**config.mk**
```make
export PLATFORM = sky130hd
export DESIGN_NAME = wishbone_rr_arbiter
export DESIGN_NICKNAME = d
export VERILOG_FILES = /design/src/rtl/wishbone_rr_arbiter.sv
export SDC_FILE = /design/constraint.sdc
export NUM_CORES = 1
export LEC_CHECK = 0
export ABC_CLOCK_PERIOD_IN_PS = 2100
export CELL_PAD_IN_SITES_DETAIL_PLACEMENT = 1
export CELL_PAD_IN_SITES_GLOBAL_PLACEMENT = 1
export CORE_MARGIN = 1.5
export CORE_UTILIZATION = 14
export CTS_CLUSTER_SIZE = 25
export DETAILED_ROUTE_END_ITERATION = 6
export PLACE_DENSITY_LB_ADDON = 0.1
export SKIP_LAST_GASP = 1
export SLEW_MARGIN = 10
export SYNTH_ARGS = -nofsm -noshare
export SYNTH_HDL_FRONTEND = slang
export SYNTH_SLANG_ARGS = --single-unit
export TNS_END_PERCENT = 5
```
**constraint.sdc**
```tcl
create_clock -name clk -period 2.1 [get_ports clk]
set_input_delay 0.63 -clock clk [delete_from_list [all_inputs] [get_ports clk]]
set_output_delay 0.63 -clock clk [all_outputs]
set_load 0.05 [all_outputs]
```
**src/rtl/wishbone_rr_arbiter.sv**
```systemverilog
// -----------------------------------------------------------------------------
// wishbone_rr_arbiter
//   Shares one pipelined Wishbone slave between N_MASTERS pipelined masters.
//   The owner keeps its tenure until it drops m_cyc. MODE 0 picks the next
//   owner round-robin, and MODE 1 picks it by fixed priority (index 0 highest).
//   A per-tenure counter limits outstanding strobes to MAX_OUT.
//
// Ports
//   clk, rst_n                 clock, async active-low reset
//   m_cyc/m_stb/m_we [N]       per-master request controls
//   m_adr [N*ADR_W]            per-master address, master i at [i*ADR_W +: ADR_W]
//   m_dat_w [N*DAT_W]          per-master write data, same slicing
//   m_dat_r [DAT_W]            slave read data broadcast to all masters
//   m_ack/m_stall [N]          per-master response
//   s_cyc/s_stb/s_we/s_adr/s_dat_w  muxed request to the slave
//   s_ack/s_stall/s_dat_r      slave response
//   grant [N]                  registered one-hot owner, zero when idle
//   busy                       high while a tenure is granted
//
// state   | meaning
// IDLE    | no owner; arbitrate on any m_cyc at the next edge
// GRANTED | grant holds the owner until its m_cyc is sampled low
// -----------------------------------------------------------------------------
module wishbone_rr_arbiter #(
  parameter int N_MASTERS = 4,
  parameter int ADR_W     = 16,
  parameter int DAT_W     = 16,
  parameter int MODE      = 0,
  parameter int MAX_OUT   = 4
) (
  input  logic                       clk,
  input  logic                       rst_n,
  input  logic [N_MASTERS-1:0]       m_cyc,
  input  logic [N_MASTERS-1:0]       m_stb,
  input  logic [N_MASTERS-1:0]       m_we,
  input  logic [N_MASTERS*ADR_W-1:0] m_adr,
  input  logic [N_MASTERS*DAT_W-1:0] m_dat_w,
  output logic [DAT_W-1:0]           m_dat_r,
  output logic [N_MASTERS-1:0]       m_ack,
  output logic [N_MASTERS-1:0]       m_stall,
  output logic                       s_cyc,
  output logic                       s_stb,
  output logic                       s_we,
  output logic [ADR_W-1:0]           s_adr,
  output logic [DAT_W-1:0]           s_dat_w,
  input  logic                       s_ack,
  input  logic                       s_stall,
  input  logic [DAT_W-1:0]           s_dat_r,
  output logic [N_MASTERS-1:0]       grant,
  output logic                       busy
);

  localparam int PW = (N_MASTERS > 1) ? $clog2(N_MASTERS) : 1;
  localparam int CW = $clog2(MAX_OUT + 1);
  localparam logic [CW-1:0] MAX_CNT = CW'(MAX_OUT);

  typedef enum logic {IDLE = 1'b0, GRANTED = 1'b1} state_t;

  state_t          state;
  logic [PW-1:0]   rr_ptr;
  logic [CW-1:0]   out_cnt;
  logic [CW-1:0]   cnt_next;
  logic [PW-1:0]   win_idx;
  logic [PW-1:0]   rr_next;
  logic [PW-1:0]   scan_idx;
  logic            win_found;
  logic            owner_cyc;
  logic            owner_stb;
  logic            cnt_full;
  logic            strb_acc;
  logic            ack_in;

  assign busy      = (state == GRANTED);
  // grant is all zeros while idle, so every owner-masked term below is
  // automatically inactive outside a tenure.
  assign owner_cyc = |(m_cyc & grant);
  assign owner_stb = |(m_stb & grant);
  assign cnt_full  = (out_cnt == MAX_CNT);

  assign s_cyc   = busy & owner_cyc;
  assign s_stb   = busy & owner_stb & (out_cnt < MAX_CNT);
  assign s_we    = |(m_we & grant);
  assign m_stall = ~grant | {N_MASTERS{s_stall | cnt_full}};
  assign m_ack   = grant & {N_MASTERS{s_ack & busy}};
  assign m_dat_r = s_dat_r;

  always_comb begin
    s_adr   = '0;
    s_dat_w = '0;
    for (int i = 0; i < N_MASTERS; i++) begin
      if (grant[i]) begin
        s_adr   = s_adr   | m_adr[i*ADR_W +: ADR_W];
        s_dat_w = s_dat_w | m_dat_w[i*DAT_W +: DAT_W];
      end
    end
  end

  // In MODE 1 the scan starts at 0, so the first hit is the lowest index.
  always_comb begin
    win_idx   = '0;
    win_found = 1'b0;
    scan_idx  = '0;
    for (int k = 0; k < N_MASTERS; k++) begin
      if (MODE == 1) scan_idx = PW'(k);
      else           scan_idx = PW'((int'(rr_ptr) + k) % N_MASTERS);
      if (!win_found && m_cyc[scan_idx]) begin
        win_found = 1'b1;
        win_idx   = scan_idx;
      end
    end
  end

  assign rr_next = (int'(win_idx) == N_MASTERS - 1) ? '0 : win_idx + PW'(1);

  // A strobe and an ack in the same cycle cancel each other. An ack with
  // nothing outstanding still reaches the owner, but the counter stays at 0.
  assign strb_acc = s_stb & ~s_stall;
  assign ack_in   = busy & s_ack;

  always_comb begin
    cnt_next = out_cnt;
    if (strb_acc && !ack_in)
      cnt_next = out_cnt + CW'(1);
    else if (ack_in && !strb_acc && out_cnt != '0)
      cnt_next = out_cnt - CW'(1);
  end

  always_ff @(posedge clk or negedge rst_n) begin
    if (!rst_n) begin
      state   <= IDLE;
      grant   <= '0;
      rr_ptr  <= '0;
      out_cnt <= '0;
    end else begin
      case (state)
        IDLE: begin
          out_cnt <= '0;
          if (win_found) begin
            state <= GRANTED;
            grant <= {{(N_MASTERS-1){1'b0}}, 1'b1} << win_idx;
            if (MODE == 0) rr_ptr <= rr_next;
          end
        end
        GRANTED: begin
          // When the owner drops cyc, the tenure ends and any outstanding
          // acks are forgotten. The IDLE cycle that follows keeps tenures apart.
          if (!owner_cyc) begin
            state   <= IDLE;
            grant   <= '0;
            out_cnt <= '0;
          end else begin
            out_cnt <= cnt_next;
          end
        end
        default: begin
          state   <= IDLE;
          grant   <= '0;
          out_cnt <= '0;
        end
      endcase
    end
  end

endmodule

```
==> results.toml <==
[floorplan]
die_x_um = 109
start_util = 0.144
row_count = 38
die_height_um = 109
core_area_sq_um = 10900
design.die.area_sq_um = 11800
io_pins = 224

[critical_path]
critPathBufInv = 3
rr_startpoint = "grant[2]"
rrSetupSlack_ns = 0.20
slowest_delay_ns = 0.28
end_kind = "output pin"
crit_chain = "dlygate4sd2_1 -> a22o_1 -> o21ai_2 -> inv_2 -> buf_12"
crit_type = "in2out"
cp_top_family = "buffers and inverters"
worst_setup_path_start_kind = "input port"
slowest_stage = "dlygate4sd2_1"
cp.arrival_ns = 1.56
required_ns = 1.47
path_max_fanout = 5
r2r-end = "out_cnt[1]"
rr_worst_depth = 5

[synthesis]
synth_area_leaders = "a22oi_1 (33%), dfrtp_1 (16%), nand2_1 (10%)"
synth_top_area_cell = "a22oi_1"
synth_edf_count = 0
synth-async-reset-ratio = 1.00
synth.most_common_cell = "a22oi_1"
synth_common_cells = "a22oi_1 (68), nand2_1 (43), buf_4 (16), dfrtp_1 (10), buf_1 (9)"
synthFlopType = "dfrtp_1"
synth_nets = 376
synth_cells = 211
ys_seq_area_frac = 0.160
netlist.area_leader.share = 0.326
yosys_warnings = 0
avgSynthCellArea_sq_um = 7.41
ys_types = 36
syn_area_sq_um = 1560
ys_seq_elements = 10

[detailed_routing]
wl_per_cell_um = 18.6
route.vias.total = 2437
wl_um = 10100
dr.first_iter.drc_count = 84
ant_nets = 0
via_per_inst = 4.47
dr.pass1.iters = 4
drc = 0

[clock_tree]
htreeDepth = 1
hold_buffers = 0
cts_root_buffer = "clkbuf_8"
cts_buffers = 3
clkSinkCount = 10
cts_tree = "yes"
clk_latency_ns = 0.23
clock_path_buffers = 2
clkTransAtPathRegs_ns = 0.05

[layout]
nFillCells = 1266
drive_above_1_share = 0.248
final_area_sq_um = 4210
final_cells = 545
nets = 570
area_delta_synth_final_pct = 169

[placed_design]
hpwl_um = 8360
gp_congestion = 0.775
dpl-instance-area_sq_um = 4100
portBuffers = 191
dp_cells = 536

[worst_hold_path]
min_path_cells = 2
holdCritStartpoint = "out_cnt[0]"
hold_end = "out_cnt[0]"
hp-class = "reg2reg"

[timing]
max_slew_margin = 0.637
finalCriticalPeriod_ns = 2.19
finalSetupViolations = 35
worst_pin_slew_ns = 0.544
final_hold_viol_count = 0
fin_skew_ns = 0.00190
fmax_mhz = 458
slew_violations = 0
setup_ws_ns = -0.0857
fin_setup_tns_ns = -1.21
grt_setup_unrepaired = "true"
fin_crit_sh = 1.04

[power]
powerDensity_nw_per_um2 = 1620
p_leak_uw = 0.00178
peakVddDrop_mv = 0.722

[global_route]
grt_use_total = 0.159
grt_pass1_vias = 2534
grt_start_max_net_pins = 29
grt_antenna_before_repair = 1
grt_pass1_wl_um = 14500
grt.overflow.total = 0

[outcome]
violations = "negative setup slack"
status = "finished with violations"

[flow_run]
cap_violations = 0
[worst register-to-register path, stage by stage (launching register included)]
cell and delay (ns):
dfrtp_1 0.48, a22oi_2 0.36, a211oi_2 0.15, fa_1 0.49
nor2_1 0.05, mux2_4 0.26
[through the flow]
step / utilization / total power [uW] / worst slack (ns) / hold WS, ns
after CTS: 0.385 / 6880 / -0.199 / 0.572
after detailed placement: 0.376 / 6570 / -0.408 / 0.565
after global placement: 0.376 / 6530 / -0.355 / 0.547
after floorplan: - / 3440 / -0.186 / 0.334
after global routing: 0.386 / 7130 / -0.142 / 0.594
final: 0.386 / 6790 / -0.0857 / 0.564
[metal layers]
layer | up-vias | global-route usage | routed length, um
met1 | 1146 | 0.171 | 3650
met4 | 0 | 0.0310 | 99
li1 | 1168 | - | -
met2 | 117 | 0.309 | 5430
met5 | - | 0 | 0
met3 | 6 | 0.0448 | 947
[power by group]
part	internal, uW	switching, uW
Sequential	257	160
Clock	165	75.6
Combinational	2830	3310
[layout by cell type, fill, tap and decap left out, types with 5 or more instances in the layout]
| cell type | netlist | layout |
|---|---|---|
| clkdlybuf4s50_1 | 0 | 133 |
| a22oi_1 | 68 | 66 |
| buf_12 | 0 | 45 |
| nand2_1 | 43 | 43 |
| buf_4 | 16 | 33 |
| dfrtp_1 | 10 | 10 |
| nor2_1 | 8 | 8 |
| dlygate4sd2_1 | 0 | 8 |
| a22o_1 | 6 | 6 |
| inv_1 | 6 | 5 |
[registers in the layout, indices dropped and copies added (netlist names)]
register and count:
busy 1, grant 4, out_cnt 3, rr_ptr 2
[area by class of cell]
type | count | area (sq um) | share of cell area
antenna | 1 | 2.50 | 0.000595
inverter | 6 | 22.5 | 0.00536
timing repair buffer | 222 | 2590 | 0.615
tap | 140 | 175 | 0.0417
sequential | 10 | 250 | 0.0595
multi-input combinational | 162 | 1110 | 0.265
clock buffer | 4 | 55.1 | 0.0131
[worst max-delay path by stage]
stage	slack [ns]	depth (start not counted)	start	end
finish	-0.09	5	m_cyc[3]	s_cyc
global placement	-0.35	7	m_cyc[3]	grant[0]
CTS	-0.20	5	m_cyc[0]	s_cyc
global route	-0.14	4	m_dat_w[46]	s_dat_w[14]
detailed placement	-0.41	7	m_cyc[3]	grant[0]
floorplan	-0.19	4	grant[2]	s_adr[0]
[timing repair]
item	4_1_cts	5_1_grt
buffers inserted	4	1
setup endpoints to repair	49	47
hold endpoints to repair	0	0
gates resized for setup	14	2
pin swaps	5	2
[cell families (layout without fill, tap and decap cells)]
kind of cell	Yosys count	after routing	synth area share
multiplexers	3	3	0.0232
AO/OA/AOI/OAI	91	91	0.440
other	0	1	0
adder cells (fa/ha/maj)	5	5	0.0448
AND/OR/NAND/NOR	63	63	0.188
buffers and inverters	39	232	0.144
flip-flops	10	10	0.160
Note: power is estimated with default switching activity, not from simulation.
